===== config.mk =====
export PLATFORM = sky130hd
export DESIGN_NAME = snake_body_engine_flat
export DESIGN_NICKNAME = d
export VERILOG_FILES = /design/src/rtl/snake_body_engine_if.sv /design/src/rtl/snake_body_engine.sv /design/src/flat_wrapper.sv
export SDC_FILE = /design/constraint.sdc
export NUM_CORES = 1
export LEC_CHECK = 0
export BUFFER_PORTS_ARGS = -buffer_cell sky130_fd_sc_hd__buf_2
export CAP_MARGIN = 20
export CORE_MARGIN = 1
export CORE_UTILIZATION = 30
export DETAILED_ROUTE_END_ITERATION = 6
export GPL_ROUTABILITY_DRIVEN = 0
export REMOVE_ABC_BUFFERS = 1
export SYNTH_ARGS = -nofsm -noshare
export SYNTH_HDL_FRONTEND = slang
export SYNTH_SLANG_ARGS = --single-unit
export TNS_END_PERCENT = 10

===== constraint.sdc =====
create_clock -name clk -period 8.6 [get_ports clk]
set_clock_uncertainty 0.05 [all_clocks]
set_input_delay 0 -clock clk [delete_from_list [all_inputs] [get_ports clk]]
set_output_delay 0 -clock clk [all_outputs]
set_load 0.01 [all_outputs]

===== src/rtl/snake_body_engine_if.sv =====
// Bundles the game-side control, VGA pixel query and snake status signals of snake_body_engine.
// The master side is the game controller / timing generator, the slave side is the engine.
interface snake_body_engine_if #(
  parameter int MAX_LEN = 16
) ();
  localparam int LEN_W = $clog2(MAX_LEN + 1);

  logic             tick;
  logic [2:0]       move;
  logic             start;
  logic             grow;
  logic [9:0]       x;
  logic [9:0]       y;
  logic             de;
  logic [4:0]       head_x;
  logic [4:0]       head_y;
  logic [LEN_W-1:0] length;
  logic             alive;
  logic             collide;
  logic             pix_head;
  logic             pix_body;

  modport master (
    output tick, move, start, grow, x, y, de,
    input  head_x, head_y, length, alive, collide, pix_head, pix_body
  );

  modport slave (
    input  tick, move, start, grow, x, y, de,
    output head_x, head_y, length, alive, collide, pix_head, pix_body
  );
endinterface


===== src/rtl/snake_body_engine.sv =====
// Snake state engine: grid-cell body shift register, movement/growth/collision per tick,
// and a 2-stage pixel pipe that flags head/body cells for the colour mux.
module snake_body_engine #(
  parameter int MAX_LEN   = 16,
  parameter int GRID_W    = 32,
  parameter int GRID_H    = 24,
  parameter int CELL      = 20,
  parameter int START_X   = 8,
  parameter int START_Y   = 12,
  parameter int START_LEN = 3
) (
  input  logic              clk,
  input  logic              rst_n,
  snake_body_engine_if.slave bus
);

  localparam int                      LEN_W     = $clog2(MAX_LEN + 1);
  localparam logic [LEN_W-1:0]        LEN_MAX   = LEN_W'(MAX_LEN);
  localparam logic [LEN_W-1:0]        LEN_START = LEN_W'(START_LEN);
  localparam logic signed [6:0]       GW        = 7'(GRID_W);
  localparam logic signed [6:0]       GH        = 7'(GRID_H);
  localparam logic [9:0]              CELL_PX   = 10'(CELL);

  typedef enum logic [1:0] {S_IDLE, S_RUN, S_DEAD} state_t;
  typedef enum logic [1:0] {
    DIR_RIGHT = 2'd0,
    DIR_UP    = 2'd1,
    DIR_LEFT  = 2'd2,
    DIR_DOWN  = 2'd3
  } dir_t;

  typedef struct packed {
    logic [4:0] x;
    logic [4:0] y;
  } cell_t;

  function automatic cell_t init_cell(input int i);
    cell_t c;
    c.x = (i < START_LEN) ? 5'(START_X - i) : 5'd0;
    c.y = (i < START_LEN) ? 5'(START_Y)     : 5'd0;
    return c;
  endfunction

  state_t           state_q, state_n;
  dir_t             dir_q, dir_n;
  cell_t            seg [MAX_LEN];
  logic [LEN_W-1:0] len_q;
  logic             grow_pend_q;
  logic             collide_q;

  logic             run_tick, pause, reload;
  logic             grow_eff, growing;
  logic signed [6:0] nx, ny;
  cell_t            next_c;
  logic             wall_hit, self_hit;
  logic             kill, step_ok;

  logic [9:0]       col1, row1;
  logic             de1;
  logic             head_hit, body_hit;
  logic             pix_head_q, pix_body_q;

  assign run_tick = (state_q == S_RUN) && bus.tick;
  assign pause    = (bus.move == 3'b100);
  assign reload   = (state_q != S_RUN) && bus.start;
  assign grow_eff = grow_pend_q || bus.grow;
  // At full length a pending grow is consumed without extending, so the tail still vacates.
  assign growing  = grow_eff && (len_q != LEN_MAX);

  // ---------------------------------------------------------------------------
  // Direction and next head cell
  // ---------------------------------------------------------------------------
  always_comb begin
    // NOTE: every variable gets a default first so no path through the block infers a latch.
    dir_n = dir_q;
    if (!bus.move[2] && (bus.move[1:0] != (dir_q ^ 2'b10)))
      dir_n = dir_t'(bus.move[1:0]);
  end

  always_comb begin
    nx = signed'({2'b00, seg[0].x});
    ny = signed'({2'b00, seg[0].y});
    unique case (dir_n)
      DIR_RIGHT: nx = nx + 7'sd1;
      DIR_UP:    ny = ny - 7'sd1;
      DIR_LEFT:  nx = nx - 7'sd1;
      DIR_DOWN:  ny = ny + 7'sd1;
    endcase
    next_c.x = nx[4:0];
    next_c.y = ny[4:0];
  end

  assign wall_hit = (nx < 7'sd0) || (nx >= GW) || (ny < 7'sd0) || (ny >= GH);

  always_comb begin
    self_hit = 1'b0;
    for (int i = 1; i < MAX_LEN; i++) begin
      if ((LEN_W'(i) < len_q) && (seg[i] == next_c) &&
          !((LEN_W'(i) == len_q - LEN_W'(1)) && !growing))
        self_hit = 1'b1;
    end
  end

  assign kill    = run_tick && !pause && (wall_hit || self_hit);
  assign step_ok = run_tick && !pause && !wall_hit && !self_hit;

  // ---------------------------------------------------------------------------
  // Game FSM: state register / next state / outputs
  // ---------------------------------------------------------------------------
  always_ff @(posedge clk or negedge rst_n) begin
    if (!rst_n) state_q <= S_IDLE;
    // NOTE: sequential state uses non-blocking assignments so every flop samples pre-edge values.
    else        state_q <= state_n;
  end

  always_comb begin
    state_n = state_q;
    unique case (state_q)
      S_IDLE:  if (bus.start) state_n = S_RUN;
      S_RUN:   if (kill)      state_n = S_DEAD;
      S_DEAD:  if (bus.start) state_n = S_RUN;
      default:                state_n = S_IDLE;
    endcase
  end

  always_comb begin
    bus.alive = (state_q == S_RUN);
  end

  // ---------------------------------------------------------------------------
  // Segment store, length, direction, pending growth
  // ---------------------------------------------------------------------------
  always_ff @(posedge clk or negedge rst_n) begin
    if (!rst_n) begin
      // NOTE: the segment array is reset because the reset geometry is architecturally visible.
      for (int i = 0; i < MAX_LEN; i++) seg[i] <= init_cell(i);
      len_q       <= LEN_START;
      dir_q       <= DIR_RIGHT;
      grow_pend_q <= 1'b0;
    end else if (reload) begin
      for (int i = 0; i < MAX_LEN; i++) seg[i] <= init_cell(i);
      len_q       <= LEN_START;
      dir_q       <= DIR_RIGHT;
      grow_pend_q <= 1'b0;
    end else if (state_q == S_RUN) begin
      if (run_tick && !pause) dir_q <= dir_n;
      if (step_ok) begin
        for (int i = MAX_LEN - 1; i > 0; i--) seg[i] <= seg[i-1];
        seg[0] <= next_c;
        if (growing) len_q <= len_q + LEN_W'(1);
        grow_pend_q <= 1'b0;
      end else if (bus.grow) begin
        grow_pend_q <= 1'b1;
      end
    end
  end

  always_ff @(posedge clk or negedge rst_n) begin
    if (!rst_n) collide_q <= 1'b0;
    else        collide_q <= kill;
  end

  // ---------------------------------------------------------------------------
  // Pixel pipe: S1 converts pixel to cell, S2 compares against live segments
  // ---------------------------------------------------------------------------
  always_ff @(posedge clk or negedge rst_n) begin
    if (!rst_n) begin
      col1 <= '0;
      row1 <= '0;
      de1  <= 1'b0;
    end else begin
      col1 <= bus.x / CELL_PX;
      row1 <= bus.y / CELL_PX;
      de1  <= bus.de;
    end
  end

  assign head_hit = (col1 == {5'd0, seg[0].x}) && (row1 == {5'd0, seg[0].y});

  always_comb begin
    body_hit = 1'b0;
    for (int i = 1; i < MAX_LEN; i++) begin
      if ((LEN_W'(i) < len_q) && (col1 == {5'd0, seg[i].x}) && (row1 == {5'd0, seg[i].y}))
        body_hit = 1'b1;
    end
  end

  always_ff @(posedge clk or negedge rst_n) begin
    if (!rst_n) begin
      pix_head_q <= 1'b0;
      pix_body_q <= 1'b0;
    end else begin
      pix_head_q <= de1 && head_hit;
      pix_body_q <= de1 && body_hit;
    end
  end

  assign bus.head_x   = seg[0].x;
  assign bus.head_y   = seg[0].y;
  assign bus.length   = len_q;
  assign bus.collide  = collide_q;
  assign bus.pix_head = pix_head_q;
  assign bus.pix_body = pix_body_q;

endmodule


===== src/flat_wrapper.sv =====
// flat-port wrapper written by rule: the top's interface ports become plain ports
module snake_body_engine_flat 
#(
  parameter int MAX_LEN   = 16,
  parameter int GRID_W    = 32,
  parameter int GRID_H    = 24,
  parameter int CELL      = 20,
  parameter int START_X   = 8,
  parameter int START_Y   = 12,
  parameter int START_LEN = 3
)
  (clk, rst_n, bus_tick, bus_move, bus_start, bus_grow, bus_x, bus_y, bus_de, bus_head_x, bus_head_y, bus_length, bus_alive, bus_collide, bus_pix_head, bus_pix_body);
  snake_body_engine_if #(.MAX_LEN(MAX_LEN)) bus_i ();
  input  logic clk;
  input  logic rst_n;
  input wire logic [$bits(bus_i.tick)-1:0] bus_tick;
  input wire logic [$bits(bus_i.move)-1:0] bus_move;
  input wire logic [$bits(bus_i.start)-1:0] bus_start;
  input wire logic [$bits(bus_i.grow)-1:0] bus_grow;
  input wire logic [$bits(bus_i.x)-1:0] bus_x;
  input wire logic [$bits(bus_i.y)-1:0] bus_y;
  input wire logic [$bits(bus_i.de)-1:0] bus_de;
  output wire logic [$bits(bus_i.head_x)-1:0] bus_head_x;
  output wire logic [$bits(bus_i.head_y)-1:0] bus_head_y;
  output wire logic [$bits(bus_i.length)-1:0] bus_length;
  output wire logic [$bits(bus_i.alive)-1:0] bus_alive;
  output wire logic [$bits(bus_i.collide)-1:0] bus_collide;
  output wire logic [$bits(bus_i.pix_head)-1:0] bus_pix_head;
  output wire logic [$bits(bus_i.pix_body)-1:0] bus_pix_body;
  assign bus_i.tick = bus_tick;
  assign bus_i.move = bus_move;
  assign bus_i.start = bus_start;
  assign bus_i.grow = bus_grow;
  assign bus_i.x = bus_x;
  assign bus_i.y = bus_y;
  assign bus_i.de = bus_de;
  assign bus_head_x = bus_i.head_x;
  assign bus_head_y = bus_i.head_y;
  assign bus_length = bus_i.length;
  assign bus_alive = bus_i.alive;
  assign bus_collide = bus_i.collide;
  assign bus_pix_head = bus_i.pix_head;
  assign bus_pix_body = bus_i.pix_body;
  snake_body_engine #(.MAX_LEN(MAX_LEN), .GRID_W(GRID_W), .GRID_H(GRID_H), .CELL(CELL), .START_X(START_X), .START_Y(START_Y), .START_LEN(START_LEN)) u_core (.clk(clk), .rst_n(rst_n), .bus(bus_i));
endmodule

# Word-level counts from Yosys, hierarchy flattened

Index checks and enable logic that the tools add are counted.

Flip-flop bits (word level): 194
Bits in latches: 0
RAM bits: 0
Bits in read-only memories: 0
Input bits: 29
Output and inout port bits: 19
Word-level logic and storage cells: 317
Memories: 0

$add $sub $neg: 6
Multiply operators: 0
Div/mod/pow operators: 2
Order comparisons: 19
Eq/ne operators: 73
Shifts and indexed selects: 0
Multiplexer cells: 50
Bitwise operators: 1
Reductions and logical operators: 124

Operators with widths:

| kind                    | number |
|---|---|
| $mux W160               | 3 |
| $eq A10 B5 Y1           | 32 |
| $eq A10 B10 Y1          | 15 |
| $logic_and A1 B1 Y1     | 86 |
| $eq A4 B5 Y1 const A    | 8 |
| $lt A4 B5 Y1 const A    | 8 |
| $mux W1                 | 34 |
| $pmux W7 S2             | 2 |
| $div A10 B5 Y10 const B | 2 |
| $eq A3 B5 Y1 const A    | 4 |
| $logic_not A1 Y1        | 20 |
| $lt A3 B5 Y1 const A    | 4 |
| $mux W5                 | 4 |
| $lt A7 B1 Y1 const B    | 2 |
| $add A5 B1 Y6 const B   | 2 |
| $mux W2                 | 6 |
| $sub A5 B1 Y6 const B   | 2 |
| $eq A2 B5 Y1 const A    | 2 |
| $lt A2 B5 Y1 const A    | 2 |
| $reduce_and A2 Y1       | 4 |
| $reduce_bool A2 Y1      | 4 |
| $ge A7 B6 Y1 const B    | 1 |
| $ge A7 B7 Y1 const B    | 1 |
| $eq A2 B2 Y1 const B    | 3 |
| other kinds (16)        | 24 |

# Depth between registers and ports, before layout

Word-level depth: 29
Depth in mapped cells: 20
Depth with buffers taken out: 14

# Worst setup path after synthesis

Ideal clock, no wire load.

Path type: register to register
Start point: register u_core.seg (netlist bit u_core.bus.head_y[0])
End point: register u_core.len_q[3] (netlist: u_core.bus.length[3])
Setup time: 0.120 ns
Arrival: 4.047 ns
Data required time: 8.430 ns
Slack: 4.383 ns
Stages on the path, launching flop included: 21
Path buffers: 6
Clock period less this slack: 4.217 ns
Path through: dfrtp_1 -> buf_2 -> buf_1 -> inv_1 -> ha_1 -> xnor2_1 -> o22ai_1 -> nor2_2 -> buf_4 -> xnor2_1 -> o211ai_1 -> and4b_1 -> a32oi_1 -> o2111ai_1 -> a311o_2 -> nor2_4 -> buf_6 -> buf_6 -> buf_6 -> a31oi_1 -> a41o_1

Longest elaborated chain between the ends: 24
Elaborated cells on any way between the ends: 73
Those cells by class: 2 x add/sub; 2 x order compare; 15 x eq/ne; 16 x mux; 38 x reduce/logical

RTL lines:

| what                                                  | RTL line                                         | RTL |
|---|---|---|
| start: declaration                                    | snake_body_engine.sv:46                          | `cell_t seg [MAX_LEN];` |
| $add A5 B1 Y6 / $sub A5 B1 Y6 (equally long branches) | snake_body_engine.sv:87, snake_body_engine.sv:85 |  |
| $pmux W7 S2 *                                         | snake_body_engine.sv:83                          | `unique case (dir_n)` |
| $eq A10 B10 Y1                                        | snake_body_engine.sv:98                          | `if ((LEN_W'(i) < len_q) && (seg[i] == next_c) &&` |
| $logic_and A1 B1 Y1 (2 in series)                     | snake_body_engine.sv:98                          |  |
| $mux W1 (15 in series)                                | snake_body_engine.sv:98                          |  |
| $logic_not A1 Y1                                      | snake_body_engine.sv:105                         | `assign step_ok = run_tick && !pause && !wall_hit && !self_hit;` |
| $logic_and A1 B1 Y1 *                                 | snake_body_engine.sv:105                         |  |
| $reduce_bool A2 Y1 (no line) *                        | -                                                |  |
| $reduce_and A3 Y1 (no line) *                         | -                                                |  |
| end signal: assignment                                | snake_body_engine.sv:150                         | `if (growing) len_q <= len_q + LEN_W'(1);` |
| end: declaration                                      | snake_body_engine.sv:47                          | `logic [LEN_W-1:0] len_q;` |

Every way passes the cells marked *; elsewhere a longest branch is shown, timed or not.
A chain may end at the register's enable or synchronous reset.

# Final worst setup path

Start point: register u_core.seg (netlist bit u_core.bus.head_x[0])
End point: register u_core.seg[84] (netlist bit)

Longest elaborated chain between the ends: 24
Elaborated cells on any way between the ends: 74
Those cells by class: 2 x add/sub; 2 x order compare; 15 x eq/ne; 16 x mux; 39 x reduce/logical

RTL lines:

| what                                                  | RTL line |
|---|---|
| $sub A5 B1 Y6 / $add A5 B1 Y6 (equally long branches) | snake_body_engine.sv:86, snake_body_engine.sv:84 |
| $pmux W7 S2 *                                         | snake_body_engine.sv:83 |
| $eq A10 B10 Y1                                        | snake_body_engine.sv:98 |
| $logic_and A1 B1 Y1 (2 in series)                     | snake_body_engine.sv:98 |
| $mux W1 (15 in series)                                | snake_body_engine.sv:98 |
| $logic_not A1 Y1                                      | snake_body_engine.sv:105 |
| $logic_and A1 B1 Y1 *                                 | snake_body_engine.sv:105 |
| $reduce_bool A2 Y1 (no line) *                        | - |
| $reduce_and A2 Y1 (no line) *                         | - |

Marks and branches as above.

==> impl_metrics.json <==
{
  "ys_types": 86,
  "ys_seq_area_share_pct": 34.1,
  "synthTopCellsByArea": "dfrtp_1 31%, xnor2_1 12%, nand2_1 9.2%",
  "critPathKind": "flip-flop to flip-flop",
  "dpl.hpwl_um": 32000,
  "finalMaxSlewViolations": 0,
  "post_cts_resized": 0,
  "core_um2": 44600,
  "drt_iter0_markers": 1483,
  "row_count": 77,
  "cp_num_buf_inv": 3,
  "synth_top_area_share_pct": 31.4,
  "syn_avg_cell_area_um2": 8.30,
  "synth_flop_cell": "dfrtp_1",
  "synthMuxAreaShare_pct": 1.18,
  "syn_area_um2": 13700,
  "yosysMostFrequentCell": "nand2_1",
  "layout.nets": 1658,
  "worst_slew_pin_slew_ps": 1160,
  "synth_async_sr_flop_share_pct": 100,
  "netlist_instances": 1650,
  "htreeDepth": 4,
  "start_kind": "flip-flop",
  "ys_ff_latch": 186,
  "post-route-min-period_ps": 5960,
  "cts_made_buffers": 17,
  "grt_pass1_wl_um": 70600,
  "arrival_ps": 6230,
  "synth_compound_area_share_pct": 15.2,
  "cts_buffer_depth": 2,
  "synth-edff-count": 0,
  "drc": 0,
  "fp.dieH_um": 216,
  "routed_wl_um": 46300,
  "grt_antenna_before_repair": 1,
  "ant_nets": 0,
  "grt-ovfl-total": 0,
  "slowest_delay_ps": 920,
  "p_total_w": 0.00542,
  "fp.dieW_um": 216,
  "hold_class": "primary input to flip-flop",
  "grtUsageTotal_pct": 19.9,
  "fmax_mhz": 168,
  "final_util_pct": 33.8,
  "cp_top_family": "simple AND/OR/NAND/NOR gates",
  "synth_fa_ha_area_share_pct": 1.08,
  "p_leak_nw": 5.91,
  "die_area_um2": 46500,
  "grt_max_degree": 99,
  "maxCapViolations": 0,
  "antennaDiodeCount": 0,
  "drt_first_pass_iters": 5,
  "syn_to_final_growth_pct": 10.0,
  "ys_warn_count": 0,
  "critical_path.slowest_cell": "ha_1",
  "clock_sinks": 186,
  "cts_root_buffer": "clkbuf_16",
  "synth_top_family_by_area": "XOR/XNOR gates",
  "final-setup-viol-count": 0,
  "fillers": 4563,
  "num_vias": 12047,
  "synth_simple_gate_area_share_pct": 20.0,
  "cp_max_fo": 57,
  "place_area_um2": 14200,
  "holdWs_ps": 3.50,
  "fin_area_um2": 15100,
  "peakVddDrop_mv": 0.187,
  "clk_latency_ps": 470,
  "slew_headroom_pct": 22.9,
  "post_drt_wl_per_cell_um": 20.8,
  "setup_tns_ps": 0,
  "viasPerCell": 5.42,
  "initial_core_util_pct": 30.7,
  "finalHoldViolCount": 0,
  "end_kind": "flip-flop",
  "ios": 48,
  "ys_top_cells_by_count": "336 x nand2_1, 188 x xnor2_1, 172 x dfrtp_1, 162 x o21ai_0, 143 x xor2_1",
  "synth_xor_xnor_area_share_pct": 23.0,
  "rsz0062_at_grt": "false",
  "worstPathRequired_ps": 8870,
  "yosys.area.top_type": "dfrtp_1",
  "path_clk_slew_ps": 90,
  "power_density_nw_per_um2": 360,
  "status": "finished clean",
  "cts_tree": "built",
  "post-route-period-util_pct": 69.3,
  "port_buffers": 45,
  "worstPathCellList": "buf_4, inv_1, ha_1, nor2b_1, o211ai_1, nand2_1, xnor2_1, o211ai_1, o41ai_1, nor4_2, nand4bb_2, nor2_4, buf_4, o21ai_0",
  "grt_pass1_vias": 11384,
  "drive_above_1_share_pct": 9.14
}
## cells by family (layout without fill, tap and decap cells)
kind of cell / after synthesis / in the layout
AND/OR/NAND/NOR: 594 / 594
AO/OA/AOI/OAI: 335 / 335
XOR/XNOR: 342 / 342
flip-flops: 186 / 186
multiplexers: 15 / 15
adder cells (fa/ha/maj): 12 / 12
buffers and inverters: 166 / 147
## power by group
part / internal, W / switching (W) / leakage, nW
Clock: 0.000446 / 0.000395 / 0.290
Combinational: 0.00111 / 0.00171 / 3.15
Sequential: 0.00116 / 0.000598 / 2.47
Total: 0.00272 / 0.00270 / 5.91
## layout by cell type (no fill, tap or decap), drive strengths merged, types with 28 or more instances in the layout
| master | netlist | routed |
|---|---|---|
| xnor2 | 194 | 194 |
| inv | 20 | 28 |
| nor4 | 44 | 44 |
| buf | 57 | 73 |
| nand4 | 37 | 37 |
| a21oi | 39 | 39 |
| nand3 | 30 | 30 |
| nor3 | 28 | 28 |
| xor2 | 144 | 144 |
| nand2 | 336 | 336 |
| nor2 | 60 | 60 |
| o21ai | 179 | 179 |
| dfrtp | 172 | 172 |
## worst reg2reg max path, stage by stage (launching register included)
cell       delay [ps]
dfrtp_1           330
buf_4             360
inv_1             170
ha_1              920
nor2b_1           110
o211ai_1          350
nand2_1           490
xnor2_1           270
o211ai_1          180
o41ai_1           130
nor4_2            580
nand4bb_2         260
nor2_4            830
buf_4             580
o21ai_0           210
## area by class of cell
type	instances	area [µm²]	area share, %
multi-input cells	1298	8290	55.0
flip-flops and latches	186	4670	31.0
well taps	592	741	4.92
repair buffers	95	691	4.59
clock buffers	19	443	2.94
clock inverters	13	155	1.03
inverters	20	75.1	0.498
## final timing paths
kind	from	end	slack (ps)	cells after the start
setup / recovery	u_core.bus.head_x[0]	u_core.seg[84]	2640	14
hold / removal	bus_x[3]	u_core.col1[1]	4	5
setup reg to reg	u_core.bus.head_x[0]	u_core.seg[84]	2640	14
hold reg to reg	u_core.state_q[1]	u_core.state_q[1]	440	1
max in group asynchronous	rst_n	u_core.seg[129]	7100	3
min in group asynchronous	rst_n	u_core.bus.length[3]	110	2
## layer usage
layer  up-vias  share of wire [%]  track usage (%)
li1       5528                  -                -
met1      5813                 43             27.1
met2       582                 43             29.9
met3       122                9.6             4.78
met4         2                3.7             8.35
met5         -              0.026                0
## stage by stage
step | worst slack (ps) | std cells
after CTS | 2900 | 2221
after global routing | 2440 | 2223
after floorplan | 1210 | 1504
after global placement | 3050 | 2168
final | 2640 | 2223
after detailed placement | 2940 | 2168
## sequential cells by signal (all words and copies together) (netlist names)
signal	count
u_core.seg	150
u_core.col1	6
u_core.row1	6
u_core.bus.head_x	5
u_core.bus.head_y	5
u_core.bus.length	5
u_core.dir_q	2
u_core.state_q	2
u_core.bus.collide	1
u_core.bus.pix_body	1
u_core.bus.pix_head	1
u_core.de1	1
u_core.grow_pend_q	1
## timing repair
item	in CTS	in global routing
setup buffers	0	0
hold buffers	21	0
endpoints found under the hold margin	99	0
(Power assumes the default switching activity.)
